`src/rtl/apb_lsu_master_if.sv`:
```
// Bundle of the CPU-side request/response signals and the APB3 bus seen by
// the peripheral load/store unit.
interface apb_lsu_master_if;
  logic        req_valid;
  logic        req_we;
  logic [31:0] req_addr;
  logic [31:0] req_wdata;
  logic [1:0]  req_strobe;
  logic        req_unsigned;
  logic        stall;
  logic        rsp_valid;
  logic [31:0] rsp_rdata;
  logic        rsp_err;
  logic [31:0] PADDR;
  logic        PSEL;
  logic        PENABLE;
  logic        PWRITE;
  logic [31:0] PWDATA;
  logic [3:0]  PSTRB;
  logic [31:0] PRDATA;
  logic        PREADY;
  logic        PSLVERR;

  modport master (
    input  req_valid, req_we, req_addr, req_wdata, req_strobe, req_unsigned,
    output stall, rsp_valid, rsp_rdata, rsp_err,
    output PADDR, PSEL, PENABLE, PWRITE, PWDATA, PSTRB,
    input  PRDATA, PREADY, PSLVERR
  );

  modport slave (
    output req_valid, req_we, req_addr, req_wdata, req_strobe, req_unsigned,
    input  stall, rsp_valid, rsp_rdata, rsp_err,
    input  PADDR, PSEL, PENABLE, PWRITE, PWDATA, PSTRB,
    output PRDATA, PREADY, PSLVERR
  );
endinterface

```
`src/rtl/apb_lsu_master.sv`:
```
// Peripheral load/store unit: turns one MEM-stage request into one APB3
// transfer, stalling the pipeline and returning lane-extracted load data.
module apb_lsu_master #(
  parameter int TIMEOUT = 16,
  parameter int TO_W    = 5
) (
  input logic              clk,
  input logic              rst,
  apb_lsu_master_if.master bus
);

  typedef enum logic [1:0] {
    IDLE   = 2'd0,
    SETUP  = 2'd1,
    ACCESS = 2'd2,
    DONE   = 2'd3
  } state_t;

  localparam logic [TO_W-1:0] TO_LAST = (TIMEOUT == 0) ? '0 : TO_W'(TIMEOUT - 1);

  state_t            state_r;
  logic [TO_W-1:0]   to_cnt_r;
  logic              we_r;
  logic [1:0]        size_r;
  logic [1:0]        ofs_r;
  logic              uns_r;
  logic              misaligned_s;

  function automatic logic [3:0] lane_strb(input logic [1:0] size, input logic [1:0] ofs);
    logic [3:0] s;
    case (size)
      2'd1:    s = 4'b0001 << ofs;
      2'd2:    s = 4'b0011 << {ofs[1], 1'b0};
      default: s = 4'b1111;
    endcase
    return s;
  endfunction

  function automatic logic [31:0] lane_wdata(input logic [1:0] size, input logic [31:0] d);
    logic [31:0] w;
    case (size)
      2'd1:    w = {4{d[7:0]}};
      2'd2:    w = {2{d[15:0]}};
      default: w = d;
    endcase
    return w;
  endfunction

  function automatic logic [31:0] load_extract(input logic [1:0] size, input logic [1:0] ofs,
                                               input logic uns, input logic [31:0] d);
    logic [7:0]  b;
    logic [15:0] h;
    logic [31:0] r;
    case (ofs)
      2'd0:    b = d[7:0];
      2'd1:    b = d[15:8];
      2'd2:    b = d[23:16];
      default: b = d[31:24];
    endcase
    h = ofs[1] ? d[31:16] : d[15:0];
    case (size)
      2'd1:    r = uns ? {24'd0, b} : {{24{b[7]}}, b};
      2'd2:    r = uns ? {16'd0, h} : {{16{h[15]}}, h};
      default: r = d;
    endcase
    return r;
  endfunction

  // Alignment check of the incoming request
  always_comb begin
    misaligned_s = 1'b0;
    case (bus.req_strobe)
      2'd1:    misaligned_s = 1'b0;
      2'd2:    misaligned_s = bus.req_addr[0];
      default: misaligned_s = (bus.req_addr[1:0] != 2'b00);
    endcase
  end

  assign bus.stall = ((state_r == IDLE) && bus.req_valid) || (state_r == SETUP) || (state_r == ACCESS);

  // Transfer FSM with registered APB and response outputs
  always_ff @(posedge clk or posedge rst) begin
    if (rst) begin
      state_r       <= IDLE;
      to_cnt_r      <= '0;
      we_r          <= 1'b0;
      size_r        <= 2'b00;
      ofs_r         <= 2'b00;
      uns_r         <= 1'b0;
      bus.PADDR     <= 32'd0;
      bus.PSEL      <= 1'b0;
      bus.PENABLE   <= 1'b0;
      bus.PWRITE    <= 1'b0;
      bus.PWDATA    <= 32'd0;
      bus.PSTRB     <= 4'b0000;
      bus.rsp_valid <= 1'b0;
      bus.rsp_rdata <= 32'd0;
      bus.rsp_err   <= 1'b0;
    end else begin
      case (state_r)
        IDLE: begin
          bus.rsp_valid <= 1'b0;
          bus.rsp_err   <= 1'b0;
          bus.rsp_rdata <= 32'd0;
          if (bus.req_valid) begin
            if (misaligned_s) begin
              // Rejected without touching the bus
              bus.rsp_valid <= 1'b1;
              bus.rsp_err   <= 1'b1;
              state_r       <= DONE;
            end else begin
              we_r        <= bus.req_we;
              size_r      <= bus.req_strobe;
              ofs_r       <= bus.req_addr[1:0];
              uns_r       <= bus.req_unsigned;
              to_cnt_r    <= '0;
              bus.PADDR   <= {bus.req_addr[31:2], 2'b00};
              bus.PWRITE  <= bus.req_we;
              bus.PWDATA  <= lane_wdata(bus.req_strobe, bus.req_wdata);
              bus.PSTRB   <= bus.req_we ? lane_strb(bus.req_strobe, bus.req_addr[1:0]) : 4'b0000;
              bus.PSEL    <= 1'b1;
              bus.PENABLE <= 1'b0;
              state_r     <= SETUP;
            end
          end
        end
        SETUP: begin
          bus.PENABLE <= 1'b1;
          state_r     <= ACCESS;
        end
        ACCESS: begin
          if (bus.PREADY) begin
            bus.PSEL      <= 1'b0;
            bus.PENABLE   <= 1'b0;
            bus.rsp_valid <= 1'b1;
            bus.rsp_err   <= bus.PSLVERR;
            bus.rsp_rdata <= (bus.PSLVERR || we_r) ? 32'd0 : load_extract(size_r, ofs_r, uns_r, bus.PRDATA);
            state_r       <= DONE;
          end else if ((TIMEOUT != 0) && (to_cnt_r == TO_LAST)) begin
            bus.PSEL      <= 1'b0;
            bus.PENABLE   <= 1'b0;
            bus.rsp_valid <= 1'b1;
            bus.rsp_err   <= 1'b1;
            bus.rsp_rdata <= 32'd0;
            state_r       <= DONE;
          end else begin
            to_cnt_r <= to_cnt_r + 1'b1;
          end
        end
        DONE: begin
          // The request still present here is the one just completed
          bus.rsp_valid <= 1'b0;
          bus.rsp_err   <= 1'b0;
          bus.rsp_rdata <= 32'd0;
          to_cnt_r      <= '0;
          state_r       <= IDLE;
        end
        default: begin
          bus.PSEL    <= 1'b0;
          bus.PENABLE <= 1'b0;
          state_r     <= IDLE;
        end
      endcase
    end
  end

endmodule

```
`src/flat_wrapper.sv`:
```
// flat-port wrapper written by rule: the top's interface ports become plain ports
module apb_lsu_master_flat 
#(
  parameter int TIMEOUT = 16,
  parameter int TO_W    = 5
)
  (clk, rst, bus_req_valid, bus_req_we, bus_req_addr, bus_req_wdata, bus_req_strobe, bus_req_unsigned, bus_stall, bus_rsp_valid, bus_rsp_rdata, bus_rsp_err, bus_PADDR, bus_PSEL, bus_PENABLE, bus_PWRITE, bus_PWDATA, bus_PSTRB, bus_PRDATA, bus_PREADY, bus_PSLVERR);
  apb_lsu_master_if bus_i ();
  input logic clk;
  input logic rst;
  input wire logic [$bits(bus_i.req_valid)-1:0] bus_req_valid;
  input wire logic [$bits(bus_i.req_we)-1:0] bus_req_we;
  input wire logic [$bits(bus_i.req_addr)-1:0] bus_req_addr;
  input wire logic [$bits(bus_i.req_wdata)-1:0] bus_req_wdata;
  input wire logic [$bits(bus_i.req_strobe)-1:0] bus_req_strobe;
  input wire logic [$bits(bus_i.req_unsigned)-1:0] bus_req_unsigned;
  output wire logic [$bits(bus_i.stall)-1:0] bus_stall;
  output wire logic [$bits(bus_i.rsp_valid)-1:0] bus_rsp_valid;
  output wire logic [$bits(bus_i.rsp_rdata)-1:0] bus_rsp_rdata;
  output wire logic [$bits(bus_i.rsp_err)-1:0] bus_rsp_err;
  output wire logic [$bits(bus_i.PADDR)-1:0] bus_PADDR;
  output wire logic [$bits(bus_i.PSEL)-1:0] bus_PSEL;
  output wire logic [$bits(bus_i.PENABLE)-1:0] bus_PENABLE;
  output wire logic [$bits(bus_i.PWRITE)-1:0] bus_PWRITE;
  output wire logic [$bits(bus_i.PWDATA)-1:0] bus_PWDATA;
  output wire logic [$bits(bus_i.PSTRB)-1:0] bus_PSTRB;
  input wire logic [$bits(bus_i.PRDATA)-1:0] bus_PRDATA;
  input wire logic [$bits(bus_i.PREADY)-1:0] bus_PREADY;
  input wire logic [$bits(bus_i.PSLVERR)-1:0] bus_PSLVERR;
  assign bus_i.req_valid = bus_req_valid;
  assign bus_i.req_we = bus_req_we;
  assign bus_i.req_addr = bus_req_addr;
  assign bus_i.req_wdata = bus_req_wdata;
  assign bus_i.req_strobe = bus_req_strobe;
  assign bus_i.req_unsigned = bus_req_unsigned;
  assign bus_stall = bus_i.stall;
  assign bus_rsp_valid = bus_i.rsp_valid;
  assign bus_rsp_rdata = bus_i.rsp_rdata;
  assign bus_rsp_err = bus_i.rsp_err;
  assign bus_PADDR = bus_i.PADDR;
  assign bus_PSEL = bus_i.PSEL;
  assign bus_PENABLE = bus_i.PENABLE;
  assign bus_PWRITE = bus_i.PWRITE;
  assign bus_PWDATA = bus_i.PWDATA;
  assign bus_PSTRB = bus_i.PSTRB;
  assign bus_i.PRDATA = bus_PRDATA;
  assign bus_i.PREADY = bus_PREADY;
  assign bus_i.PSLVERR = bus_PSLVERR;
  apb_lsu_master #(.TIMEOUT(TIMEOUT), .TO_W(TO_W)) u_core (.clk(clk), .rst(rst), .bus(bus_i));
endmodule
```
`config.mk`:
```
export PLATFORM = sky130hd
export DESIGN_NAME = apb_lsu_master_flat
export DESIGN_NICKNAME = d
export VERILOG_FILES = /design/src/rtl/apb_lsu_master_if.sv /design/src/rtl/apb_lsu_master.sv /design/src/flat_wrapper.sv
export SDC_FILE = /design/constraint.sdc
export NUM_CORES = 1
export LEC_CHECK = 0
export CAP_MARGIN = 30
export CORE_AREA = 2 2 91 159
export DETAILED_ROUTE_END_ITERATION = 10
export DIE_AREA = 0 0 93 161
export GPL_ROUTABILITY_DRIVEN = 0
export PLACE_DENSITY = 0.73
export SETUP_SLACK_MARGIN = 0.2
export SYNTH_ARGS = -nofsm -noshare
export SYNTH_HDL_FRONTEND = slang
export SYNTH_SLANG_ARGS = --single-unit
```
`constraint.sdc`:
```
create_clock -name clk -period 7.01 [get_ports clk]
set_input_delay 1.0515 -clock clk [delete_from_list [all_inputs] [get_ports clk]]
set_output_delay 1.0515 -clock clk [all_outputs]
set_load 0.02 [all_outputs]
```
; Yosys cells after proc, flatten, opt, wreduce, memory -nomap -nowiden
; Cells that the tools add are included.
; Widths: inputs -> output; s select.
[op_classes]
eq_ne = 15
shift = 2
bitwise_logic = 1
n_reduce_logical = 19
n_mux = 38
addsub = 1
[ops]
columns = cell, count
row1 = $pmux 32 s2, 3
row2 = $mux 32, 5
row3 = $pmux 8 s3, 1
row4 = $mux 5, 4
row5 = $mux 16, 1
row6 = $pmux 5 s3, 1
row7 = $mux 1, 11
row8 = $eq 2x2->1 const B, 5
row9 = $pmux 1 s3, 3
row10 = $eq 2x1->1 const B, 4
row11 = $mux 2, 4
row12 = $ne 2x2->1 const B, 4
row13 = $pmux 2 s4, 1
row14 = $pmux 4 s2, 1
row15 = $reduce_and 4->1, 2
row16 = $reduce_and 2->1, 3
row17 = $reduce_bool 2->1, 3
row18 = $reduce_bool 3->1, 2
row19 = $add 5x1->5 const B, 1
row20 = $eq 5x4->1 const B, 1
row21 = $reduce_and 5->1, 1
row22 = $logic_not 2->1, 2
row23 = $mux 4, 1
row24 = $pmux 1 s2, 2
row25 = other kinds (8), 10
[word_totals]
word_cells = 90
register_bits = 115
output_inout_bits = 106

; Longest topological paths before layout
[logic_depth]
word_depth = 7
ltp_mapped = 9

; Least setup slack after synthesis
; No wires, ideal clock.
[synth_timing]
kind = input -> register
from = input port bus_req_strobe[0]
to = register u_core.bus.PADDR[10]
t_arrival_ns = 2.528
stages = 8
t_required_ns = 6.882
path_slack_ns = 4.354
n_path_buf = 3
path_cell_list = inv_1 -> ha_1 -> buf_2 -> nand2_1 -> nand4_1 -> buf_2 -> buf_2 -> mux2_1
[synth_via]
elab_chain_cells = 4
[synth_rtl]
columns = item, line
row1 = start: declaration, flat_wrapper.sv:15  ; input wire logic [$bits(bus_i.req_strobe)-1:0] bus_req_strobe;
row2 = $eq 2x2->1 or $eq 2x1->1 (tied branches), apb_lsu_master.sv:72  ; case (bus.req_strobe)
row3 = $pmux 1 s2 *, apb_lsu_master.sv:72
row4 = $not 1->1 (no line) *, -
row5 = $reduce_and 3->1 (no line) *, -
row6 = end signal: assignment, apb_lsu_master.sv:117  ; bus.PADDR <= {bus.req_addr[31:2], 2'b00};
row7 = end: declaration, apb_lsu_master_if.sv:27  ; output PADDR, PSEL, PENABLE, PWRITE, PWDATA, PSTRB,
; Mark *: on every way between the ends. The rest lies on a longest branch, timed or not.
; A chain may end at the register's enable or synchronous reset.

; Final worst setup path
[layout_timing]
from = input port bus_req_valid
to = output port bus_stall
[layout_via]
elab_chain_cells = 3
[layout_rtl]
columns = item, line
row1 = start: declaration, flat_wrapper.sv:11  ; input wire logic [$bits(bus_i.req_valid)-1:0] bus_req_valid;
row2 = $logic_and 1x1->1, apb_lsu_master.sv:79  ; assign bus.stall = ((state_r == IDLE) && bus.req_valid) || (state_r == SETUP) || (state_r == ACCESS);
row3 = $logic_or 1x1->1 (2 in a row), apb_lsu_master.sv:79
row4 = end: declaration, flat_wrapper.sv:17  ; output wire logic [$bits(bus_i.stall)-1:0] bus_stall;
; Every way passes these cells.

==> results.cfg <==
[yosys]
yosysSeqAreaShare = 0.532
postSynthAreaPerCell_um2 = 11.6
synth_cell_types = 51
synth_edf_count = 0
synthArstFlopShare = 1.00
yosysWarnings = 0
ys_seq_elements = 115
syn-cell-area_um2 = 5410
synth_ff_type = dfrtp_1
syn-instance-count = 467

[routing]
drtAntennaViolNets = 0
wire_per_inst_um = 18.8
first_pass_iters = 5
wirelength_mm = 16.1
drc = 0
viasPerCell = 5.37
dr.first_iter.drc_count = 221
via_count = 4616

[global_route]
grt_overflow_total = 0
grt_pass1_wl_mm = 25.8
antenna_found_initial = 0
track_usage = 0.221
grt_max_degree = 66
grt_pass1_vias = 4892

[final_layout]
diodes = 0
final_common_cell = clkdlybuf4s50_1
nFillCells = 1127
layout.cells.non_filler = 859
synthToLayoutAreaGrowth_pct = 52.3
drive_above_1_share = 0.0674
mostFrequentLayoutCells = clkdlybuf4s50_1 (208), dfrtp_1 (115), mux2_1 (43)
final_nets = 784
stdcell_area_um2 = 8230

[run]
cap_viol_max_count = 0

[clock_network]
clock_sinks = 115
clk-insertion-delay-late_ns = 0.40
clockBufferDepth = 2
numCtsBuffers = 17
cts_resized = 0
ctsHoldBuffers = 0
h-tree-depth = 4
cts_tree = done
post-cts-setup-buffers = 0
path_clk_slew_ns = 0.05
cts-root-buf = clkbuf_16

[die]
io_pins = 211
dieArea_um2 = 15000
rows = 57
core_um2 = 13700
start_util = 0.395
die_w_um = 93
die_h_um = 161

[timing]
min_period_ns = 3.54
maxSlewHeadroom = 0.267
rsz0062_at_grt = no
fin_setup_tns_ns = 0
setup_viol = 0
final_hold_viol_count = 0
slew_violations = 0
fmax_ghz = 0.282
period_share = 0.505
tightestPinTransition_ns = 1.09
skew_ns = 0.0132

[worst_hold_path]
worstHoldPathType = reg2reg
hold_depth = 2
hold_path.startpoint = u_core.bus.PWDATA[31]$_DFFE_PP0P_

[power]
pwr_density_cell_nw_per_um2 = 435
design_power_total_mw = 3.58
vdd_drop_max_mv = 0.194
p_leak_nw = 3.49

[setup_path]
crit_path_start = bus_req_valid
path_cells = clkdlybuf4s50_1, a211o_1, clkdlybuf4s50_1
critical_path.most_common_cell = clkdlybuf4s50_1
slowest_stage = clkdlybuf4s50_1
worstPathRequired_ns = 5.96
critPathMaxFanout = 8
crit_path_end_kind = primary output
r2r-start = u_core.state_r[0]$_DFFE_PP0P_
critPathMaxStageDelay_ns = 0.56
reg2reg_depth = 6
startpoint_type = input port
critPathKind = in2out
cp_data_arrival_time_ns = 2.49

[run_status]
status = finished clean

[placement]
placed_area_um2 = 7610
placedCellCount = 827
io_buffers = 208
dp_hpwl_mm = 12.2
==> critical path, delay by kind of cell <==
family | cells | cell delay (ns)
buffers and inverters | 2 | 1.10
AOI/OAI and AO/OA | 1 | 0.35
==> logic make-up (layout without fill, tap and decap cells) <==
group / count (synthesis) / after routing / share of synthesized area
DFF: 115 / 115 / 0.532
adders and majority gates: 10 / 10 / 0.0231
other: 1 / 2 / 0.000694
muxes: 52 / 52 / 0.107
AOI/OAI and AO/OA: 131 / 131 / 0.188
and+or+nand+nor: 114 / 114 / 0.112
buffers and inverters: 44 / 258 / 0.0366
==> worst paths after layout <==
path,endpoint,slack (ns)
min in group asynchronous,u_core.bus.PADDR[23]$_DFFE_PP0P_,1.11
worst max register to register,u_core.bus.rsp_rdata[16]$_DFFE_PP0P_,3.92
max in group asynchronous,u_core.bus.PWDATA[22]$_DFFE_PP0P_,4.62
worst min register to register,u_core.bus.PWDATA[31]$_DFFE_PP0P_,0.48
worst min-delay path,u_core.bus.PWDATA[31]$_DFFE_PP0P_,0.48
worst max-delay path,bus_stall,3.47
==> metrics by stage <==
step                setup WS, ns  hold WS, ns   util
finish                      3.47        0.480  0.601
global route                3.40        0.502  0.601
CTS                         3.46        0.486  0.601
detailed placement          3.23        0.469  0.556
global placement            3.33        0.462  0.556
floorplan                   2.91        0.481      -
==> cells in the mapped netlist (9+ instances only) <==
cell,count,share of area
o31ai_1,17,0.024
ha_1,10,0.023
nor2b_1,27,0.031
mux2_1,43,0.090
nand2_1,41,0.028
clkbuf_1,12,0.0083
o21ai_1,28,0.026
a221o_1,23,0.043
o21ai_0,11,0.010
nand2b_1,13,0.015
a221oi_1,9,0.015
dfrtp_1,115,0.53
inv_1,13,0.0090
==> power by group <==
part | switching, mW | internal [mW] | total (mW) | leakage (nW)
sequential | 0.163 | 0.906 | 1.07 | 1.47
clock | 0.311 | 0.606 | 0.917 | 0.301
combinational | 0.862 | 0.736 | 1.60 | 1.72
total | 1.34 | 2.25 | 3.58 | 3.49
==> routing by layer <==
layer / wire length [um] / GRT usage / vias up
met4: 552 / 0.106 / 0
li1: - / - / 2132
met5: 0 / 0 / -
met3: 885 / 0.0452 / 35
met1: 5700 / 0.231 / 2248
met2: 9010 / 0.412 / 201
==> cell type report <==
class	count	area, um2	share of cell area
clock buffers	20	447	0.0542
repair buffers	213	2120	0.257
well taps	177	221	0.0269
clock inverters	12	180	0.0219
inverters	13	51.3	0.00623
flip-flops and latches	115	2880	0.349
multi-input cells	309	2340	0.284
==> state kept, by name, summed over array words and instances, names as in the netlist, 2 cells and up <==
name / cells
u_core.bus.rsp_rdata: 32
u_core.to_cnt_r: 5
u_core.bus.PWDATA: 32
u_core.ofs_r: 2
u_core.state_r: 2
u_core.bus.PSTRB: 4
u_core.bus.PADDR: 30
u_core.size_r: 2
No activity file was read; power rests on OpenSTA's default activity.
